$ cat config.mk
export PLATFORM = sky130hd
export DESIGN_NAME = systolic_feeder_flat
export DESIGN_NICKNAME = d
export VERILOG_FILES = /design/src/rtl/systolic_feeder_pkg.sv /design/src/rtl/systolic_feeder_if.sv /design/src/rtl/systolic_feeder_mat_buf.sv /design/src/rtl/systolic_feeder.sv /design/src/flat_wrapper.sv
export SDC_FILE = /design/constraint.sdc
export NUM_CORES = 1
export LEC_CHECK = 0
export BUFFER_PORTS_ARGS = -buffer_cell sky130_fd_sc_hd__buf_2
export CORE_ASPECT_RATIO = 1.5
export CORE_UTILIZATION = 45
export DETAILED_ROUTE_END_ITERATION = 10
export GPL_ROUTABILITY_DRIVEN = 0
export GPL_TIMING_DRIVEN = 0
export HOLD_SLACK_MARGIN = 0.03
export MAX_ROUTING_LAYER = met4
export PLACE_DENSITY_LB_ADDON = 0.05
export SETUP_SLACK_MARGIN = 0.02
export SLEW_MARGIN = 20
export SYNTH_ARGS = -nofsm -noshare
export SYNTH_HDL_FRONTEND = slang
export SYNTH_SLANG_ARGS = --single-unit
$ cat constraint.sdc
create_clock -name clk -period 8.9 [get_ports clk]
set_input_delay 0.445 -clock clk [delete_from_list [all_inputs] [get_ports clk]]
set_output_delay 0.445 -clock clk [all_outputs]
set_load 0.02 [all_outputs]
$ cat src/rtl/systolic_feeder_pkg.sv
// Shared sizing, state encoding and vector types for the systolic array feeder.
package systolic_pkg;
    localparam int N         = 4;
    localparam int DW        = 16;
    localparam int CW        = 2 * DW + 1;
    localparam int DRAIN     = 2;
    localparam int AW        = $clog2(N * N);
    localparam int FEED_LAST = 3 * N - 3;
    // The step counter is shared by FEED and DRAIN, so it must hold the larger limit.
    localparam int SW        = $clog2(((FEED_LAST > DRAIN) ? FEED_LAST : DRAIN) + 1);

    typedef enum logic [1:0] {ST_IDLE, ST_FEED, ST_DRAIN, ST_DONE} state_e;

    typedef logic [N-1:0][DW-1:0] vec_t;
endpackage

$ cat src/rtl/systolic_feeder_if.sv
// Load port, run control and skewed operand outputs of the systolic feeder.
interface systolic_feeder_if;
    import systolic_pkg::*;

    logic          wr_en;
    logic          wr_sel;
    logic [AW-1:0] wr_addr;
    logic [DW-1:0] wr_data;
    logic          start;
    logic          busy;
    logic          done;
    vec_t          a_out;
    vec_t          b_out;

    modport master (
        output wr_en, wr_sel, wr_addr, wr_data, start,
        input  busy, done, a_out, b_out
    );

    modport slave (
        input  wr_en, wr_sel, wr_addr, wr_data, start,
        output busy, done, a_out, b_out
    );
endinterface

$ cat src/rtl/systolic_feeder_mat_buf.sv
// NxN operand register file with a skewed wavefront read (row-major for A, column for B).
module feeder_mat_buf
    import systolic_pkg::*;
#(
    parameter bit COL_MODE = 1'b0
) (
    input  logic          clk,
    input  logic          rst,
    input  logic          wr_en_i,
    input  logic [AW-1:0] wr_addr_i,
    input  logic [DW-1:0] wr_data_i,
    input  logic [SW-1:0] step_i,
    output vec_t          rd_o
);
    logic [N*N-1:0][DW-1:0] mem_q;
    logic                   addr_ok;

    generate
        if (N * N == (1 << AW)) begin : g_full
            assign addr_ok = 1'b1;
        end else begin : g_part
            assign addr_ok = ({1'b0, wr_addr_i} < (AW + 1)'(N * N));
        end
    endgenerate

    always_ff @(posedge clk or negedge rst) begin
        if (!rst) begin
            mem_q <= '0;
        end else if (wr_en_i && addr_ok) begin
            mem_q[wr_addr_i] <= wr_data_i;
        end
    end

    // A write landing on the same edge as the read is forwarded, so a load
    // issued together with start is seen by the very first wavefront.
    always_comb begin
        int            k;
        logic [AW-1:0] idx;
        rd_o = '0;
        k    = 0;
        idx  = '0;
        for (int i = 0; i < N; i++) begin
            k   = int'(step_i) - i;
            idx = '0;
            if (k >= 0 && k < N) begin
                idx     = COL_MODE ? AW'(k * N + i) : AW'(i * N + k);
                rd_o[i] = (wr_en_i && addr_ok && wr_addr_i == idx) ? wr_data_i : mem_q[idx];
            end
        end
    end
endmodule

$ cat src/rtl/systolic_feeder.sv
// Feeds skewed A rows / B columns into a 4x4 systolic array, then drains and pulses done.
// Optional SYSTOLIC_FEEDER_PERF_EN adds a perf_cycles run-length counter output.
module systolic_feeder
    import systolic_pkg::*;
(
    input  logic              clk,
    input  logic              rst,
    systolic_feeder_if.slave  bus
`ifdef SYSTOLIC_FEEDER_PERF_EN
    ,
    output logic [15:0]       perf_cycles
`endif
);
    state_e        state_q, state_d;
    logic [SW-1:0] step_q, step_d;
    logic          busy_q, busy_d;
    logic          done_q, done_d;
    vec_t          a_q, a_d, b_q, b_d;
    vec_t          a_rd, b_rd;
    logic          open, wr_ok, go;

    assign open  = (state_q == ST_IDLE) || (state_q == ST_DONE);
    assign wr_ok = bus.wr_en && open;
    assign go    = bus.start && open;

    // Buffers are read at the next step so the registered outputs line up with it.
    feeder_mat_buf #(.COL_MODE(1'b0)) u_buf_a (
        .clk       (clk),
        .rst       (rst),
        .wr_en_i   (wr_ok && !bus.wr_sel),
        .wr_addr_i (bus.wr_addr),
        .wr_data_i (bus.wr_data),
        .step_i    (step_d),
        .rd_o      (a_rd)
    );

    feeder_mat_buf #(.COL_MODE(1'b1)) u_buf_b (
        .clk       (clk),
        .rst       (rst),
        .wr_en_i   (wr_ok && bus.wr_sel),
        .wr_addr_i (bus.wr_addr),
        .wr_data_i (bus.wr_data),
        .step_i    (step_d),
        .rd_o      (b_rd)
    );

    always_comb begin
        state_d = state_q;
        step_d  = step_q;
        unique case (state_q)
            ST_IDLE: begin
                if (go) begin
                    state_d = ST_FEED;
                    step_d  = '0;
                end
            end
            ST_FEED: begin
                if (step_q == SW'(FEED_LAST)) begin
                    state_d = ST_DRAIN;
                    step_d  = '0;
                end else begin
                    step_d = step_q + 1'b1;
                end
            end
            ST_DRAIN: begin
                if (step_q == SW'(DRAIN - 1)) begin
                    state_d = ST_DONE;
                    step_d  = '0;
                end else begin
                    step_d = step_q + 1'b1;
                end
            end
            ST_DONE: begin
                step_d  = '0;
                state_d = go ? ST_FEED : ST_IDLE;
            end
            default: begin
                state_d = ST_IDLE;
                step_d  = '0;
            end
        endcase
        busy_d = (state_d == ST_FEED) || (state_d == ST_DRAIN);
        done_d = (state_d == ST_DONE);
        a_d    = (state_d == ST_FEED) ? a_rd : '0;
        b_d    = (state_d == ST_FEED) ? b_rd : '0;
    end

    always_ff @(posedge clk or negedge rst) begin
        if (!rst) begin
            state_q <= ST_IDLE;
            step_q  <= '0;
            busy_q  <= 1'b0;
            done_q  <= 1'b0;
            a_q     <= '0;
            b_q     <= '0;
        end else begin
            state_q <= state_d;
            step_q  <= step_d;
            busy_q  <= busy_d;
            done_q  <= done_d;
            a_q     <= a_d;
            b_q     <= b_d;
        end
    end

    assign bus.busy  = busy_q;
    assign bus.done  = done_q;
    assign bus.a_out = a_q;
    assign bus.b_out = b_q;

`ifdef SYSTOLIC_FEEDER_PERF_EN
    logic [15:0] pcnt_q, pcnt_d, perf_q, perf_d;

    // The accept edge counts as cycle 1, so a default run reports 13.
    always_comb begin
        pcnt_d = pcnt_q;
        perf_d = perf_q;
        if (go) begin
            pcnt_d = 16'd1;
        end else if (state_q != ST_IDLE && pcnt_q != 16'hFFFF) begin
            pcnt_d = pcnt_q + 16'd1;
        end
        if (state_d == ST_DONE) begin
            perf_d = pcnt_d;
        end
    end

    always_ff @(posedge clk or negedge rst) begin
        if (!rst) begin
            pcnt_q <= '0;
            perf_q <= '0;
        end else begin
            pcnt_q <= pcnt_d;
            perf_q <= perf_d;
        end
    end

    assign perf_cycles = perf_q;
`endif
endmodule

$ cat src/flat_wrapper.sv
// flat-port wrapper written by rule: the top's interface ports become plain ports
module systolic_feeder_flat import systolic_pkg::*;
  (clk, rst, bus_wr_en, bus_wr_sel, bus_wr_addr, bus_wr_data, bus_start, bus_busy, bus_done, bus_a_out, bus_b_out);
  systolic_feeder_if bus_i ();
  input  logic clk;
  input  logic rst;
  input wire logic [$bits(bus_i.wr_en)-1:0] bus_wr_en;
  input wire logic [$bits(bus_i.wr_sel)-1:0] bus_wr_sel;
  input wire logic [$bits(bus_i.wr_addr)-1:0] bus_wr_addr;
  input wire logic [$bits(bus_i.wr_data)-1:0] bus_wr_data;
  input wire logic [$bits(bus_i.start)-1:0] bus_start;
  output wire logic [$bits(bus_i.busy)-1:0] bus_busy;
  output wire logic [$bits(bus_i.done)-1:0] bus_done;
  output wire logic [$bits(bus_i.a_out)-1:0] bus_a_out;
  output wire logic [$bits(bus_i.b_out)-1:0] bus_b_out;
  assign bus_i.wr_en = bus_wr_en;
  assign bus_i.wr_sel = bus_wr_sel;
  assign bus_i.wr_addr = bus_wr_addr;
  assign bus_i.wr_data = bus_wr_data;
  assign bus_i.start = bus_start;
  assign bus_busy = bus_i.busy;
  assign bus_done = bus_i.done;
  assign bus_a_out = bus_i.a_out;
  assign bus_b_out = bus_i.b_out;
  systolic_feeder u_core (.clk(clk), .rst(rst), .bus(bus_i));
endmodule
# After elaboration in Yosys (flattened, before gate mapping)
# Index checks and enable logic that the tools add are counted.
totals:
  ff_bits: 648
  inputBits: 25
  output_inout_bits: 130
  word_cells: 156
op_classes:
  n_addsub: 10
  magnitude_cmp: 18
  eq_ne: 16
  n_mux: 47
  reduce_logical: 21
ops:
  columns: ["op", "count"]
  rows:
  - ["bitwise mux 256 bit", 2]
  - ["binary-select mux 16 bit (select 4 bit)", 7]
  - ["two-way mux 16 bit", 25]
  - ["two-way mux 64 bit", 2]
  - ["demux 16 bit (select 4 bit)", 1]
  - ["less-than comparator 4 x 5 -> 1 bit, second input constant", 9]
  - ["binary-select mux 16 bit (select 2 bit)", 1]
  - ["== test 4 bit", 8]
  - ["logical AND 1 bit", 17]
  - ["one-hot mux 4 bit (4 select lines)", 1]
  - [">= comparator 5 x 1 -> 1 bit, second input constant", 3]
  - ["less-than comparator 5 x 4 -> 1 bit, second input constant", 3]
  - ["two-way mux 4 bit", 3]
  - ["subtractor 4 x 2 -> 5 bit, second input constant", 2]
  - ["adder 4 x 3 -> 4 bit, second input constant", 2]
  - ["adder 4 bit, first input constant", 2]
  - ["== test 2 bit, second input constant", 4]
  - [">= comparator 4 x 1 -> 1 bit, second input constant", 2]
  - ["one-hot mux 2 bit (4 select lines)", 1]
  - ["two-way mux 2 bit", 3]
  - ["subtractor 4 x 1 -> 5 bit, second input constant", 1]
  - ["adder 3 x 4 -> 4 bit, first input constant", 1]
  - ["adder 4 x 1 -> 4 bit, second input constant", 1]
  - ["adder 4 x 2 -> 4 bit, second input constant", 1]
  - ["8 further kinds", 10]

# Depth between registers and ports, before layout
logic_depth:
  depth_word: 12
  ltp_mapped: 22
  ltp_nobuf: 15

# Hierarchy
# A second synthesis with hierarchy kept.
unflattened:
  hier_cells: 2350
  hier_area_um2: 32912.8
modules_own_cells:
  columns: ["module", "instances", "cells_each", "area_per_inst_um2", "seq_area_each_um2"]
  rows:
  - ["feeder_mat_buf at u_core.u_buf_a", 1, 1101, 15791.4, 6406.1]
  - ["feeder_mat_buf at u_core.u_buf_b", 1, 923, 12514.5, 6406.1]
  - ["systolic_feeder", 1, 326, 4606.9, 3403.3]

# Worst setup path after synthesis
# OpenSTA, ideal clock, no wires.
synth_path:
  kind: "flip-flop to flip-flop"
  startpoint: "register u_core.state_q[0]"
  endpoint: "register u_core.a_q, in the netlist u_core.bus.a_out[34]"
  setup_time_ps: 121
  arrival_time_ps: 4724
  required_time_ps: 8779
  path_slack_ps: 4055
  stages_incl_launch_ff: 23
  n_path_buf: 8
  synth_period_minus_slack_ps: 4845
  cell_sequence: "dfrtp_1 inv_1 ha_1 nand2b_1 nand3_1 o21ai_1 inv_1 clkbuf_1 clkbuf_1 clkbuf_1 buf_1 ha_1 xnor2_1 clkbuf_1 clkbuf_1 nor2_1 and2_1 ha_1 nand2_1 nor2b_1 clkbuf_1 clkbuf_1 a22o_1"
synth_lines:
  columns: ["element", "line", "rtl"]
  rows:
  - ["start: declaration", "systolic_feeder.sv:14", "state_e state_q, state_d;"]
  - ["start signal: assignment", "systolic_feeder.sv:97", "state_q <= state_d;"]
  - ["end signal: assignment", "systolic_feeder.sv:94", "a_q <= '0;"]
  - ["end signal: assignment", "systolic_feeder.sv:101", "a_q <= a_d;"]
  - ["end: declaration", "systolic_feeder.sv:18", "vec_t a_q, a_d, b_q, b_d;"]

==> flow_summary_export.csv <==
group,metric,value,unit
outcome,status,"complete, no violations",
power_and_ir_drop,p_int,7.88,mW
timing,drv_slew,0,
global_route,grt_pass1_wl,207000,um
die,ios,155,
cells_and_area,drive_gt1_frac,0.291,
routing,wl_met3,13900,um
clock_tree,numCtsBuffers,67,
global_route,antenna_found_initial,4,
timing,setup_tns,0,ns
routing,routed_wirelength,145000,um
synthesis,synth_fp_nets,3094,
timing,clock_skew,0.0419,ns
critical_path,arrival,9.14,ns
routing,drc,0,
synthesis,avgSynthCellArea,11.2,sq um
global_route,grt_max_degree,102,
critical_path,critPathLaunchType,"register",
die,dieWidth,227,um
timing,finalCritPeriodShare,0.970,
routing,dr.pass1.iters,9,
power_and_ir_drop,cellLeakagePower,18.4,nW
power_and_ir_drop,vdd_drop_max,227,uV
synthesis,synthesis.instances,3053,
synthesis,ys_ff_latch,648,
clock_tree,clock_path_buffers,3,
synthesis,synth_edf_count,0,
synthesis,synth_area_leader_cell,"dfrtp_1",
clock_tree,insertion_delay,0.66,ns
clock_tree,cts.sinks,648,
synthesis,async_flop_share,1.00,
critical_path,cp-end-kind,"register",
synthesis,synth-main-ff-cell,"dfrtp_1",
routing,wire_per_inst,33.6,um
timing,max_slew_margin,0.111,
global_route,gr-usage-all-layers,0.396,
power_and_ir_drop,pwr-share-seq,0.311,
worst_hold_path,worstHoldPathType,"in2async",
power_and_ir_drop,netSwitchingPower,6.17,mW
power_and_ir_drop,clkPwrFrac,0.216,
cells_and_area,fin_nets,3316,
synthesis,ys_seq_area_frac,0.475,
cells_and_area,fin_cells,4331,
placement,dpl.cell_count,4205,
timing,rsz0062_at_grt,"false",
clock_tree,cts_tree,"built",
placement,dp_hpwl,103000,um
die,start_util,0.455,
routing,route.vias.total,27800,
critical_path,crit_fanout,12,
routing,drtIter0Drc,3089,
cells_and_area,synthToLayoutAreaGrowth,13.7,%
critical_path,cp_data_required_time,9.41,ns
synthesis,synth.cell_area,34100,sq um
placement,port_buffers,135,
synthesis,ys_types,60,
die,core_area,75100,sq um
global_route,grt_overflow,0,
routing,met1_length,50400,um
routing,top_layer_used,"met4",
routing,ant_nets,0,
synthesis,ys_top_cells_by_area,"dfrtp_1 (47%), mux2_2 (17%), mux2i_1 (7.5%)",
clock_tree,clk_pin_slew,0.06,ns
timing,tightest_slew,1.33,ns
timing,fmax,0.116,GHz
die,num_rows,123,
critical_path,critical_path_class,"reg2reg",
cells_and_area,fin_area,38800,sq um
routing,route.met2.wl,66000,um
cells_and_area,final_common_cell,"dfrtp_1",
synthesis,synth_top_area_share,0.475,
clock_tree,root_buffer,"clkbuf_16",
synthesis,yosys_warnings,0,
clock_tree,ctsHtreeMaxLevel,3,
power_and_ir_drop,switching_share,0.439,
power_and_ir_drop,powerDensity,362,nW/um^2
placement,place_area,36400,sq um
die,dieArea,77000,sq um
timing,setup_viol,0,
routing,viasPerCell,6.42,
timing,finalHoldViolations,0,
die,die_h,339,um
cells_and_area,mostFrequentLayoutCells,"dfrtp_1 (648), nand2_1 (586), mux2_2 (524)",
global_route,grt_pass1_vias,28400,
timing,min_period,8.63,ns
power_and_ir_drop,power_frac_comb,0.474,
run,drv_cap,0,
-- critical path, stage by stage (launching register included) --
cell and delay [ns]:
dfrtp_1 0.41, inv_1 0.09, ha_1 0.40, nand2b_1 0.27, nand3_1 0.13, o21ai_2 0.18, inv_1 0.21, clkbuf_1 0.50
clkbuf_1 0.45, clkbuf_2 0.48, clkbuf_2 0.50, ha_1 0.27, xnor2_1 0.30, clkbuf_1 0.58, clkbuf_1 0.65, nor2_1 0.42
and2_1 0.29, ha_1 0.19, nand2_1 0.43, nor2b_1 0.10, clkbuf_1 0.30, clkdlybuf4s15_1 0.80, a22o_1 0.52
-- what timing repair did --
item,CTS,global route
hold buffers,1,0
setup endpoints to repair,0,15
endpoints found under the hold margin,51,0
gates resized for setup,0,8
buffers inserted,0,0
-- stage by stage --
stage | power, mW | setup WS [ns] | util | hold slack, ns
after floorplan | 8.17 | 4.05 | - | 0.149
after global placement | 10.5 | -5.89 | 0.480 | 0.481
after detailed placement | 10.7 | 0.0493 | 0.485 | 0.386
after CTS | 13.7 | 0.0373 | 0.516 | 0.285
after global routing | 14.4 | 0.350 | 0.517 | 0.351
final | 14.0 | 0.268 | 0.517 | 0.316
-- final timing paths --
path | depth (start not counted) | from | slack [ns] | endpoint
worst max-delay path | 22 | u_core.state_q[0] | 0.27 | u_core.bus.a_out[34]
worst min-delay path | 2 | rst | 0.32 | u_core.bus.done
worst max register to register | 22 | u_core.state_q[0] | 0.27 | u_core.bus.a_out[34]
worst min register to register | 1 | u_core.u_buf_b.mem_q[20] | 0.50 | u_core.u_buf_b.mem_q[20]
max in group asynchronous | 7 | rst | 6.27 | u_core.bus.b_out[27]
min in group clk | 3 | bus_start | 0.32 | u_core.state_q[0]
-- flip-flops by register name, summed over array words and instances, names as in the netlist --
register	flops
u_core.bus.a_out	64
u_core.bus.b_out	64
u_core.bus.busy	1
u_core.bus.done	1
u_core.state_q	2
u_core.step_q	4
u_core.u_buf_a.mem_q	256
u_core.u_buf_b.mem_q	256
-- cells by family after synthesis --
| group | count (synthesis) | synth area share |
|---|---|---|
| mux | 867 | 0.305 |
| compound gates | 266 | 0.0546 |
| xor+xnor | 21 | 0.00645 |
| flops | 648 | 0.475 |
| fa+ha+maj | 16 | 0.00586 |
| buf+inv | 293 | 0.0356 |
| simple gates | 942 | 0.117 |
-- area by class of cell --
cell class	instances	area, sq um
timing repair buffer	153	1000
tap	1000	1250
clock buffer	92	1940
inverter	12	47.5
multi-input combinational	2112	16800
sequential	648	16200
clock inverter	27	379
antenna	6	15.0
buffer	281	1200
fill	6799	36300
-- cell usage after synthesis, drive strengths merged, types with 73 or more instances --
cell type  number
nand2         587
mux2i         256
a21oi          79
a311oi         73
mux2          524
dfrtp         648
nand3         112
clkbuf        206
mux4           87
nor2          117
buf            75
and3           82
-- layer usage --
layer,up-vias,track usage
met2,1871,0.595
met5,-,-
met1,13800,0.437
met4,0,0.324
met3,843,0.106
li1,11300,-
-- power groups by stage --
stage          registers, mW  logic [mW]  clock network (mW)
2_1_floorplan           4.16        4.00                   0
3_3_place_gp            4.33        6.20                   0
3_5_place_dp            4.36        6.29                   0
4_1_cts                 4.32        6.32                3.06
5_1_grt                 4.41        6.82                3.18
6_report                4.36        6.66                3.03
Note: power is estimated with default switching activity, not from simulation.
